<file path="config.mk">
export PLATFORM = sky130hd
export DESIGN_NAME = cg_enable_ctrl
export DESIGN_NICKNAME = d
export VERILOG_FILES = /design/src/rtl/cg_enable_ctrl.sv
export SDC_FILE = /design/constraint.sdc
export NUM_CORES = 1
export LEC_CHECK = 0
export BUFFER_PORTS_ARGS = -buffer_cell sky130_fd_sc_hd__buf_2
export CAP_MARGIN = 20
export CORE_MARGIN = 2
export CORE_UTILIZATION = 50
export DETAILED_ROUTE_END_ITERATION = 6
export PLACE_DENSITY = 0.72
export SKIP_LAST_GASP = 1
export SLEW_MARGIN = 40
export SYNTH_ARGS = -nofsm -noshare
export SYNTH_HDL_FRONTEND = slang
export SYNTH_SLANG_ARGS = --single-unit
</file>
<file path="constraint.sdc">
create_clock -name clk -period 2.8 [get_ports clk]
set_clock_uncertainty 0.2 [all_clocks]
set_input_delay 0.56 -clock clk [delete_from_list [all_inputs] [get_ports clk]]
set_output_delay 0.56 -clock clk [all_outputs]
set_load 0.03 [all_outputs]
</file>
<file path="src/rtl/cg_enable_ctrl.sv">
// Activity-based enable controller for a dual-latch clock-gating cell.
// Sequences OFF -> WAKING -> ON -> IDLE_WAIT -> OFF with software overrides.
module cg_enable_ctrl #(
   parameter int unsigned IDLE_CYCLES   = 16,
   parameter int unsigned MIN_ON_CYCLES = 4,
   parameter int unsigned WAKE_CYCLES   = 2,
   parameter int unsigned SLEEP_CNT_W   = 16
) (
   input  logic                   clk,
   input  logic                   rst_n,
   input  logic                   activity,
   input  logic                   wake_req,
   output logic                   wake_ack,
   input  logic                   force_on,
   input  logic                   sw_disable,
   output logic                   gate_en,
   output logic [1:0]             state_o,
   output logic [SLEEP_CNT_W-1:0] sleep_cnt
);

   typedef enum logic [1:0] {
      StOff      = 2'd0,
      StWaking   = 2'd1,
      StOn       = 2'd2,
      StIdleWait = 2'd3
   } state_e;

   state_e                 state_q, state_d;
   logic [7:0]             wk_cnt_q, wk_cnt_d;
   logic [7:0]             min_cnt_q, min_cnt_d;
   logic [7:0]             idle_cnt_q, idle_cnt_d;
   logic [SLEEP_CNT_W-1:0] sleep_cnt_q, sleep_cnt_d;
   logic                   gate_en_q;
   logic                   wake_ack_q, wake_ack_d;
   logic                   wake;

   assign wake = activity | wake_req | force_on;

   always_comb begin
      state_d     = state_q;
      wk_cnt_d    = wk_cnt_q;
      min_cnt_d   = min_cnt_q;
      idle_cnt_d  = idle_cnt_q;
      sleep_cnt_d = sleep_cnt_q;

      if (sw_disable) begin
         // Forced off is not an idle event, so sleep_cnt is left alone.
         state_d = StOff;
      end else begin
         unique case (state_q)
            StOff: begin
               if (wake) begin
                  state_d  = StWaking;
                  wk_cnt_d = 8'(WAKE_CYCLES);
               end
            end
            StWaking: begin
               wk_cnt_d = wk_cnt_q - 8'd1;
               if (wk_cnt_q == 8'd1) begin
                  state_d   = StOn;
                  min_cnt_d = 8'(MIN_ON_CYCLES);
               end
            end
            StOn: begin
               if (min_cnt_q != 8'd0) begin
                  min_cnt_d = min_cnt_q - 8'd1;
               end else if (!wake) begin
                  // force_on is already part of wake.
                  state_d    = StIdleWait;
                  idle_cnt_d = 8'd1;
               end
            end
            StIdleWait: begin
               if (wake) begin
                  state_d    = StOn;
                  idle_cnt_d = 8'd0;
               end else if (idle_cnt_q == 8'(IDLE_CYCLES - 1)) begin
                  state_d    = StOff;
                  idle_cnt_d = 8'd0;
                  if (sleep_cnt_q != {SLEEP_CNT_W{1'b1}}) begin
                     sleep_cnt_d = sleep_cnt_q + 1'b1;
                  end
               end else begin
                  idle_cnt_d = idle_cnt_q + 8'd1;
               end
            end
            default: state_d = StOff;
         endcase
      end

      wake_ack_d = wake_req & ~sw_disable &
                   ((state_d == StOn) | (state_d == StIdleWait));
   end

   always_ff @(posedge clk or negedge rst_n) begin
      if (!rst_n) begin
         state_q     <= StOff;
         wk_cnt_q    <= 8'd0;
         min_cnt_q   <= 8'd0;
         idle_cnt_q  <= 8'd0;
         sleep_cnt_q <= '0;
         gate_en_q   <= 1'b0;
         wake_ack_q  <= 1'b0;
      end else begin
         state_q     <= state_d;
         wk_cnt_q    <= wk_cnt_d;
         min_cnt_q   <= min_cnt_d;
         idle_cnt_q  <= idle_cnt_d;
         sleep_cnt_q <= sleep_cnt_d;
         gate_en_q   <= (state_d != StOff);
         wake_ack_q  <= wake_ack_d;
      end
   end

   assign gate_en   = gate_en_q;
   assign wake_ack  = wake_ack_q;
   assign state_o   = state_q;
   assign sleep_cnt = sleep_cnt_q;

endmodule
</file>
### Word level (Yosys, flattened, before mapping)

Cells that the tools add are included.

| storage, ports and cells | value |
|---|---|
| register bits | 44 |
| latch bits | 0 |
| memory bits (writable) | 0 |
| memory bits (read-only) | 0 |
| bits of input ports | 6 |
| output and inout bits | 20 |
| logic and storage cells | 59 |
| memories kept | 0 |

| cells by class | value |
|---|---|
| add/sub/neg operators | 4 |
| multiply operators | 0 |
| div/mod/pow operators | 0 |
| order comparisons | 0 |
| equal/unequal tests | 13 |
| shift operators | 0 |
| mux-type cells | 18 |
| bitwise gates (word level) | 7 |
| reduce and logical (&&, ||, !) cells | 10 |

Operators by type and width:

| operator | count |
|---|---|
| $mux W8 | 7 |
| $pmux W8 S2 | 3 |
| $add A16 B1 Y16 const B | 1 |
| $ne A16 B16 Y1 const B | 1 |
| $sub A8 B1 Y8 const B | 2 |
| $mux W2 | 7 |
| $ne A2 B2 Y1 const B | 5 |
| $add A8 B1 Y8 const B | 1 |
| $eq A2 B2 Y1 const B | 4 |
| $eq A8 B1 Y1 const B | 1 |
| $eq A8 B4 Y1 const B | 1 |
| $pmux W2 S4 | 1 |
| $reduce_and A4 Y1 | 2 |
| $reduce_bool A2 Y1 | 4 |
| $reduce_bool A8 Y1 | 1 |
| $reduce_and A5 Y1 | 1 |
| $or A1 B1 Y1 | 3 |
| $reduce_and A3 Y1 | 1 |
| $and A1 B1 Y1 | 2 |
| $eq A2 B1 Y1 const B | 1 |
| $logic_not A2 Y1 | 1 |
| $not A1 Y1 | 2 |

### Depth between registers and ports, before layout

Gate-level depths: netlist of the first run.

| depth | value |
|---|---|
| depth in word-level cells | 9 |
| gate-level depth with buffers | 7 |
| depth with buffers taken out | 7 |

### Worst setup path after synthesis of the first run

OpenSTA, ideal clock, no wires.

| path | value |
|---|---|
| kind | reg-to-reg |
| from | register sleep_cnt_q[0], in the netlist sleep_cnt[0] |
| to | register sleep_cnt_q[15], in the netlist sleep_cnt[15] |
| arrival time | 2.035 ns |
| required time | 2.466 ns |
| setup slack | 0.431 ns |
| cell stages (with the launch flop) | 7 |
| path buffers | 0 |
| period minus slack after synthesis | 2.369 ns |
| cells stage by stage | dfrtp_1 > ha_1 > and3_1 > and3_1 > a41o_1 > or4_4 > xnor2_1 |

| between the ends | value |
|---|---|
| longest elaborated chain between the ends | 2 |
| elaborated cells on any way between the ends | 3 |
| those cells by class | add/sub (1); eq/ne (1); reduce/logical (1) |

Ends and longest elaborated chain:

| what | RTL line | source |
|---|---|---|
| from (decl) | 32 | `logic [SLEEP_CNT_W-1:0] sleep_cnt_q, sleep_cnt_d;` |
| from (signal assigned) | 109 | `sleep_cnt_q <= sleep_cnt_d;` |
| parallel branches: the longest is 2 deep, another holds $add A16 B1 Y16 | - |  |

Parallel ways; which one is timed is not known.
A chain may end at the register's enable or synchronous reset.

### Final worst setup path of the first run

| path | value |
|---|---|
| from | register sleep_cnt_q[0], in the netlist sleep_cnt[0] |
| to | register sleep_cnt_q[11], in the netlist sleep_cnt[11] |

Same word-level chain as after synthesis.

==> results of run 1 <==
-- logic make-up after synthesis --
logic type                 share of synthesized area (%)
buffers and inverters                               1.95
AOI/OAI and AO/OA                                   8.13
and+or+nand+nor                                     26.9
xor gates and xnor gates                            9.74
DFF                                                 49.0
muxes                                               1.00
adders and majority gates                           3.34
-- worst max path at each step --
stage                     slack [ps]                   endpoint
final                            390  sleep_cnt[11]$_DFFE_PN0P_
after global placement           310  sleep_cnt[15]$_DFFE_PN0P_
after global routing             250  sleep_cnt[11]$_DFFE_PN0P_
after CTS                        390  sleep_cnt[11]$_DFFE_PN0P_
after floorplan                  430  sleep_cnt[15]$_DFFE_PN0P_
after detailed placement         250  sleep_cnt[11]$_DFFE_PN0P_
-- cell usage in the layout, fill, tap and decap left out, types with 2 or more instances in the layout --
cell type,n
clkbuf_8,7
o41ai_1,2
nor2b_1,2
nand3_1,13
xor2_1,19
nand2_1,21
mux2_2,2
xnor2_1,6
nor4_1,6
inv_1,8
and3_1,8
nand3b_1,3
ha_1,6
a21oi_1,2
buf_2,25
or3_1,2
dfrtp_1,44
nor4_2,2
nor3_1,9
nand2b_1,2
o21ai_0,13
nor2_1,31
nand4_1,5
and2_1,2
buf_4,5
-- Yosys cell counts (2+ instances only) --
| cell | n |
|---|---|
| dfrtp_1 | 44 |
| nor2_1 | 31 |
| nand2_1 | 21 |
| xor2_1 | 19 |
| nand3_1 | 13 |
| o21ai_0 | 13 |
| nor3_1 | 9 |
| and3_1 | 8 |
| inv_1 | 8 |
| ha_1 | 6 |
| nor4_1 | 6 |
| xnor2_1 | 6 |
| nand4_1 | 5 |
| nand3b_1 | 3 |
| a21oi_1 | 2 |
| and2_1 | 2 |
| mux2_2 | 2 |
| nand2b_1 | 2 |
| nor2b_1 | 2 |
| nor4_2 | 2 |
| o41ai_1 | 2 |
| or3_1 | 2 |
-- what timing repair did --
action,4_1_cts,5_1_grt
resized for setup,0,0
endpoints found under the hold margin,12,0
hold buffers,1,0
-- state kept, by name, summed over array words and instances, names as in the netlist --
name and cells:
wk_cnt_q 8, gate_en 1, min_cnt_q 8, sleep_cnt 16, idle_cnt_q 8, wake_ack 1, state_o 2
-- through the flow --
stage / instance area [sq um] / hold WS [ps] / cells / power, mW
floorplan: 2250 / 64.4 / 231 / 1.10
global placement: 2460 / 273 / 310 / 1.19
detailed placement: 2460 / 265 / 310 / 1.20
CTS: 2600 / 291 / 319 / 1.73
global route: 2600 / 311 / 319 / 1.84
finish: 2600 / 280 / 319 / 1.71
-- layout make-up --
cell class | instances | share of cell area, %
clock buffers | 7 | 3.71
clock inverters | 1 | 1.16
inverters | 8 | 1.16
multi-input cells | 176 | 42.5
flip-flops and latches | 44 | 42.4
well taps | 52 | 2.50
repair buffers | 31 | 6.64
-- per-layer routing --
layer  vias up  track usage, %  part of all wire (%)
met5         -               0                     0
met4         0            5.24                   1.2
met3         7            5.56                   5.2
met2        41            31.9                    46
met1       857            27.7                    48
li1        893               -                     -
-- power groups by stage --
stage	clock network [mW]	registers [mW]	logic (mW)
6_report	0.527	0.831	0.351
5_1_grt	0.568	0.850	0.419
4_1_cts	0.539	0.832	0.358
3_5_place_dp	0	0.843	0.354
3_3_place_gp	0	0.841	0.349
2_1_floorplan	0	0.828	0.271
==> flow_summary.json, run 1 <==
{
  "die_y_microns": 71.1,
  "h-tree-depth": 2,
  "io_buffers": 25,
  "dpl.hpwl_mm": 3.28,
  "p_sw_uw": 512,
  "critPathMostFrequentCell": "and3_1",
  "critPathLaunch": "sleep_cnt[0]$_DFFE_PN0P_",
  "syn_area_per_cell_sq_um": 9.73,
  "clock_path_buffers": 2,
  "setup_tns_ps": 0,
  "min_period_ps": 2410,
  "hold_depth": 1,
  "synth_edf_count": 0,
  "grt_pass1_wl_mm": 8.12,
  "grt_overflow": 0,
  "status": "finished, final reports clean",
  "max_cap_violations": 0,
  "syn_area_sq_um": 2250,
  "timing_worst_slew_pin_value_ps": 641,
  "drive_gt1_share_pct": 17.2,
  "cts_tree": "built",
  "min_path_type": "reg -> reg",
  "rr_endpoint": "sleep_cnt[11]$_DFFE_PN0P_",
  "crit_chain": "ha_1 -> and3_1 -> and3_1 -> a41o_1 -> buf_4 -> nor4_1 -> xor2_1",
  "synth_top_area_share_pct": 49.0,
  "cts_sinks": 44,
  "fin_ws_ps": 393,
  "swShare_pct": 29.9,
  "final_util_pct": 59.7,
  "row_count": 24,
  "period_share_pct": 85.9,
  "yosysWarnings": 0,
  "ys_async_sr_fraction_pct": 100,
  "grt_pass1_vias": 1792,
  "ys.flop_type": "dfrtp_1",
  "routed_wl_mm": 4.46,
  "synth_nets": 243,
  "synthTopCellsByArea": "dfrtp_1 (49%), xor2_1 (7.4%), nor2_1 (5.2%), nand2_1 (3.5%), ha_1 (3.3%)",
  "coreArea_sq_um": 4350,
  "yosysUniqueCellTypes": 45,
  "wl_per_cell_microns": 14.0,
  "antenna_left": 0,
  "clk_pin_slew_worst_paths_ps": 80,
  "clock-root-buffer": "clkbuf_8",
  "drt_iter0_markers": 135,
  "area_growth_pct": 15.6,
  "critPathKind": "reg -> reg",
  "yosysTopAreaCell": "dfrtp_1",
  "netlist_instances": 231,
  "n_antenna_cell": 0,
  "final-hold-violation-count": 0,
  "cp_num_cells": 7,
  "intPower_mw": 1.20,
  "dieArea_sq_um": 5050,
  "r2r_cells": 7,
  "nNetsFinal": 278,
  "rsz0062_at_grt": "no",
  "die_width_microns": 71.1,
  "cp.arrival_ps": 2430,
  "crit_buf_inv": 1,
  "antenna_found_initial": 0,
  "cts_setup_buffers": 0,
  "power.share.sequential_pct": 48.6,
  "holdCritStartpoint": "sleep_cnt[8]$_DFFE_PN0P_",
  "fmax_mhz": 416,
  "multiInputGateArea_sq_um": 1100,
  "power.share.clock_pct": 30.8,
  "slew_violations": 0,
  "pre_cts_ws_ps": 251,
  "ys_ff_latch": 44,
  "required_ps": 2830,
  "io_pins": 26,
  "initial_core_util_pct": 51.6,
  "pwr-share-comb_pct": 20.5,
  "r2r-start": "sleep_cnt[0]$_DFFE_PN0P_",
  "leakagePower_nw": 1.30,
  "first_pass_iters": 4,
  "regArea_sq_um": 1100,
  "grt_use_total_pct": 20.2,
  "rrSetupSlack_ps": 390,
  "end_kind": "register",
  "globalplace.congestion": 0.908,
  "crit_slowest_cell": "dfrtp_1",
  "yosysSeqAreaShare_pct": 49.0,
  "drc": 0,
  "cts_buffers": 5,
  "slowest_delay_ps": 420,
  "clock_latency_ps": 300,
  "hold_end": "sleep_cnt[8]$_DFFE_PN0P_",
  "setup_violations": 0,
  "powerDensity_nw_per_um2": 658,
  "crit_fanout": 9,
  "peakVddDrop_mv": 0.384,
  "maxSlewHeadroom_pct": 57.3,
  "worstSetupStartpointType": "register",
  "n_fill_cell": 387,
  "vias": 1798,
  "grt_max_degree": 21,
  "crit_family": "simple AND/OR/NAND/NOR gates",
  "via_per_inst": 5.64
}
(Power assumes the default switching activity.)
==> run 2, diff against run 1 <==
SETUP_SLACK_MARGIN = 0.4   (was not set)
==> run 2 against run 1 <==
Effect of this change: non-clock buffer count rose by 1; power about the same; maximum frequency up 3.4%; clock power about the same; via count is 0.17% higher; register-to-register slack gained 80 ps; sequential power about the same; sequential share of layout area down 0.88 points; clock-buffer cell count did not move; combinational power hardly changed; worst hold slack improved by 2.0 ps; critical endpoint is now sleep_cnt[15]$_DFFE_PN0P_.
==> flow_summary.json, run 2 (synthesis gave the netlist of run 1 again) <==
{
  "clock-root-buffer": "clkbuf_8",
  "period_share_pct": 83.1,
  "clock_latency_ps": 300,
  "die_y_microns": 71.1,
  "maxSlewHeadroom_pct": 57.7,
  "rrSetupSlack_ps": 470,
  "largest_reg_flops": 16,
  "multiInputGateArea_sq_um": 1150,
  "crit_chain": "ha_1 -> and3_1 -> and3_2 -> a41o_4 -> or4_4 -> xnor2_1",
  "nNetsFinal": 279,
  "globalplace.congestion": 0.908,
  "setup_tns_ps": 0,
  "crit_fanout": 7,
  "cp.arrival_ps": 2320,
  "rr_endpoint": "sleep_cnt[15]$_DFFE_PN0P_",
  "grt_max_degree": 21,
  "r2r-start": "sleep_cnt[0]$_DFFE_PN0P_",
  "initial_core_util_pct": 51.6,
  "io_buffers": 25,
  "regArea_sq_um": 1100,
  "grt_pass1_vias": 1781,
  "r2r_cells": 6,
  "area_growth_pct": 18.0,
  "crit_end": "sleep_cnt[15]$_DFFE_PN0P_",
  "critPathLaunch": "sleep_cnt[0]$_DFFE_PN0P_",
  "post_dp_cell_area_sq_um": 2460,
  "h-tree-depth": 2,
  "worstSetupStartpointType": "register",
  "vias": 1801,
  "grt_pass1_wl_mm": 8.11,
  "peakVddDrop_mv": 0.382,
  "leakagePower_nw": 1.34,
  "status": "finished, final reports clean",
  "min_path_type": "reg -> reg",
  "min_period_ps": 2330,
  "slowest_delay_ps": 480,
  "drt_iter0_markers": 129,
  "cts_buffers": 5,
  "holdCritStartpoint": "sleep_cnt[8]$_DFFE_PN0P_",
  "slew_violations": 0,
  "n_fill_cell": 380,
  "cts_tree": "built",
  "io_pins": 26,
  "die_width_microns": 71.1,
  "rsz0062_at_grt": "yes",
  "drc": 0,
  "dieArea_sq_um": 5050,
  "required_ps": 2790,
  "dpl.hpwl_mm": 3.28,
  "fmax_mhz": 430,
  "timing_worst_slew_pin_value_ps": 634,
  "row_count": 24,
  "first_pass_iters": 4,
  "antenna_left": 0,
  "wl_per_cell_microns": 14.1,
  "final_cell_mix": "dfrtp_1 (44), nor2_1 (31), buf_2 (25)",
  "via_per_inst": 5.63,
  "n_antenna_cell": 0,
  "cts_sinks": 44,
  "grt_overflow": 0,
  "max_cap_violations": 0,
  "final-hold-violation-count": 0,
  "crit_slowest_cell": "or4_4",
  "drive_gt1_share_pct": 19.4,
  "antenna_found_initial": 0,
  "critPathKind": "reg -> reg",
  "coreArea_sq_um": 4350,
  "grt_use_total_pct": 20.2,
  "routed_wl_mm": 4.50,
  "final_common_cell": "dfrtp_1",
  "clock_path_buffers": 2,
  "final_area_sq_um": 2650,
  "end_kind": "register",
  "powerDensity_nw_per_um2": 645,
  "clk_pin_slew_worst_paths_ps": 80,
  "setup_violations": 0
}
==> run 2: cell count changes in the layout (fill, tap and decap cells not counted), sizes merged <==
cell	previous run	this run
buf	30	31
==> run 2: worst max-delay path, delay by kind of cell (launching register included) <==
family	cells	cell delay, ps
AO/OA/AOI/OAI	1	320
XOR/XNOR	1	130
adder cells (fa/ha/maj)	1	230
flip-flops	1	410
AND/OR/NAND/NOR	3	930
==> run 2: where the power goes <==
part / total, mW / internal [mW] / switching, mW
clock: 0.527 / 0.315 / 0.212
combinational: 0.352 / 0.157 / 0.196
sequential: 0.832 / 0.727 / 0.105
==> run 2: cell type report <==
cell class | instances | area share, %
clock buffers | 7 | 3.63
clock inverters | 1 | 1.13
inverters | 8 | 1.13
multi-input cells | 176 | 43.4
flip-flops and latches | 44 | 41.5
well taps | 52 | 2.45
repair buffers | 32 | 6.79
==> run 2: worst min path at each step <==
| stage | to | cells after the start |
|---|---|---|
| after detailed placement | min_cnt_q[1]$_DFFE_PN0P_ | 1 |
| after CTS | sleep_cnt[8]$_DFFE_PN0P_ | 1 |
| after floorplan | gate_en$_DFF_PN0_ | 0 |
| after global placement | min_cnt_q[1]$_DFFE_PN0P_ | 1 |
| after global routing | wake_ack$_DFF_PN0_ | 2 |
| final | sleep_cnt[8]$_DFFE_PN0P_ | 1 |
==> run 2: layer usage <==
layer | routed length [microns] | part of all wire, % | GRT usage (%) | up-vias
met1 | 2110 | 47 | 27.7 | 863
met5 | 0 | 0 | 0 | -
met3 | 241 | 5.4 | 5.56 | 5
li1 | - | - | - | 893
met4 | 51 | 1.1 | 5.24 | 0
met2 | 2100 | 47 | 31.8 | 40
==> run 2: per-stage QoR <==
stage               hold WS [ps]  power, mW  utilization [%]  worst slack, ps  instances
finish                       282       1.71             60.9              472        320
global route                 311       1.84             60.9              377        320
CTS                          291       1.73             59.7              410        319
detailed placement           265       1.20             56.6              251        310
global placement             273       1.19             56.6              310        310
floorplan                   64.4       1.10                -              431        231
==> run 2: what timing repair did <==
action                                 in CTS  in global routing
endpoints found under the hold margin      12                  0
pin swaps                                   0                  1
hold buffers                                1                  0
gates resized for setup                     1                  8
buffers inserted                            0                  1
setup endpoints to repair                   1                  6
==> run 3, diff against run 2 <==
PLACE_DENSITY = 0.75   (was 0.72)
clock period = 2.02 ns   (was 2.8 ns; I/O delays follow)
==> run 3 against run 2 <==
Effect of this change: sequential share of layout area fell by 11 points; power up 68%; the run now ends with setup timing left; highest routed layer unchanged; largest cell class unchanged; critical path depth down 1; utilization grew 22 points; final cell count increased by 17%; via count is 25% higher.
==> flow_summary.json, run 3 (synthesis gave the netlist of run 1 again) <==
{
  "maxSlewHeadroom_pct": 66.0,
  "row_count": 24,
  "drt_iter0_markers": 167,
  "drive_gt1_share_pct": 50.9,
  "area_growth_pct": 60.5,
  "dpl.hpwl_mm": 4.00,
  "cts_buffers": 5,
  "drc": 0,
  "slew_violations": 0,
  "crit_fanout": 3,
  "die_width_microns": 71.1,
  "antenna_found_initial": 0,
  "worstSetupStartpointType": "register",
  "via_per_inst": 6.00,
  "setup_tns_ps": -2170,
  "grt_pass1_wl_mm": 10.6,
  "crit_slowest_cell": "or4_4",
  "clock-root-buffer": "clkbuf_8",
  "fin_ws_ps": -266,
  "status": "finished with violations",
  "clk_pin_slew_worst_paths_ps": 90,
  "cts_tree": "built",
  "final_area_sq_um": 3610,
  "n_fill_cell": 211,
  "final-hold-violation-count": 0,
  "peakVddDrop_mv": 0.491,
  "h-tree-depth": 2,
  "final_cell_mix": "buf_4 (44), dfrtp_1 (34), buf_6 (28)",
  "leakagePower_nw": 1.74,
  "wl_per_cell_microns": 19.5,
  "total_power_mw": 2.87,
  "clock_path_buffers": 2,
  "grt_use_total_pct": 27.0,
  "coreArea_sq_um": 4350,
  "setup_violations": 17,
  "n_antenna_cell": 0,
  "post_dp_cell_area_sq_um": 2940,
  "holdWs_ps": 214,
  "period_share_pct": 113,
  "critPathKind": "reg -> reg",
  "crit_family": "simple AND/OR/NAND/NOR gates",
  "antenna_left": 0,
  "required_ps": 2000,
  "pre_cts_ws_ps": -174,
  "io_pins": 26,
  "crit_chain": "nor4_4 -> nand4_1 -> a41o_1 -> or4_4 -> xnor2_1",
  "die_y_microns": 71.1,
  "max_cap_violations": 0,
  "initial_core_util_pct": 51.6,
  "powerDensity_nw_per_um2": 796,
  "globalplace.congestion": 0.848,
  "final_common_cell": "buf_4",
  "rsz0062_at_grt": "yes",
  "nNetsFinal": 333,
  "routed_wl_mm": 7.29,
  "largest_reg_flops": 16,
  "cts_sinks": 44,
  "cp.arrival_ps": 2270,
  "min_path_type": "in -> reg",
  "fmax_mhz": 437,
  "grt_max_degree": 26,
  "violations": "setup timing",
  "timing_worst_slew_pin_value_ps": 510,
  "crit_buf_inv": 0,
  "clock_latency_ps": 300,
  "io_buffers": 25,
  "first_pass_iters": 4,
  "vias": 2245,
  "end_kind": "register",
  "min_period_ps": 2290,
  "grt_pass1_vias": 2235,
  "slowest_delay_ps": 500,
  "grt_overflow": 0,
  "dieArea_sq_um": 5050
}
## run 3: worst paths after layout
path                                           startpoint                         to  slack [ps]  depth (start not counted)
worst min register to register  sleep_cnt[13]$_DFFE_PN0P_  sleep_cnt[13]$_DFFE_PN0P_         340                          1
min in group asynchronous                           rst_n   sleep_cnt[2]$_DFFE_PN0P_         400                          2
max in group asynchronous                           rst_n       state_o[1]$_DFF_PN0_         700                          3
worst max register to register  idle_cnt_q[5]$_DFFE_PN0P_  sleep_cnt[15]$_DFFE_PN0P_        -270                          5
worst min-delay path                             wake_req         wake_ack$_DFF_PN0_         210                          3
worst max-delay path            idle_cnt_q[5]$_DFFE_PN0P_  sleep_cnt[15]$_DFFE_PN0P_        -270                          5
## run 3: worst min-delay path, cell delays in order
cell and delay, ps:
buf_6 80, buf_6 80, and2_1 110
## run 3: layout make-up
| class | count | area (sq um) | area share, % |
|---|---|---|---|
| clock buffer | 7 | 86.3 | 2.39 |
| clock inverter | 1 | 7.51 | 0.208 |
| inverter | 8 | 30.0 | 0.832 |
| multi-input combinational | 177 | 1580 | 43.7 |
| sequential | 44 | 1110 | 30.9 |
| tap | 52 | 65.1 | 1.80 |
| timing repair buffer | 85 | 731 | 20.2 |
## run 3: through the flow
step                      util (%)  cells
final                         82.9    374
after global routing          82.9    374
after CTS                     77.5    367
after detailed placement      67.6    350
after global placement        67.6    350
after floorplan                  -    231
## run 3: where the power goes
group          switching [mW]  internal [mW]  total [mW]
clock network           0.316          0.278       0.594
registers               0.193           1.01        1.20
logic                   0.522          0.554        1.08
total                    1.03           1.84        2.87
## run 3: timing repair
item | 4_1_cts | 5_1_grt
hold buffers | 1 | 0
hold endpoints to repair | 19 | 0
gates cloned | 1 | 0
pin swaps | 28 | 24
gates resized for setup | 61 | 44
buffers inserted | 7 | 7
setup endpoints to repair | 51 | 52
## run 3: routing by layer
metal	up-vias	track usage [%]	part of all wire [%]
met5	-	0	0
met4	0	12.6	3.5
met3	29	5.84	6.0
met2	110	45.4	52
met1	1107	33.1	39
li1	999	-	-
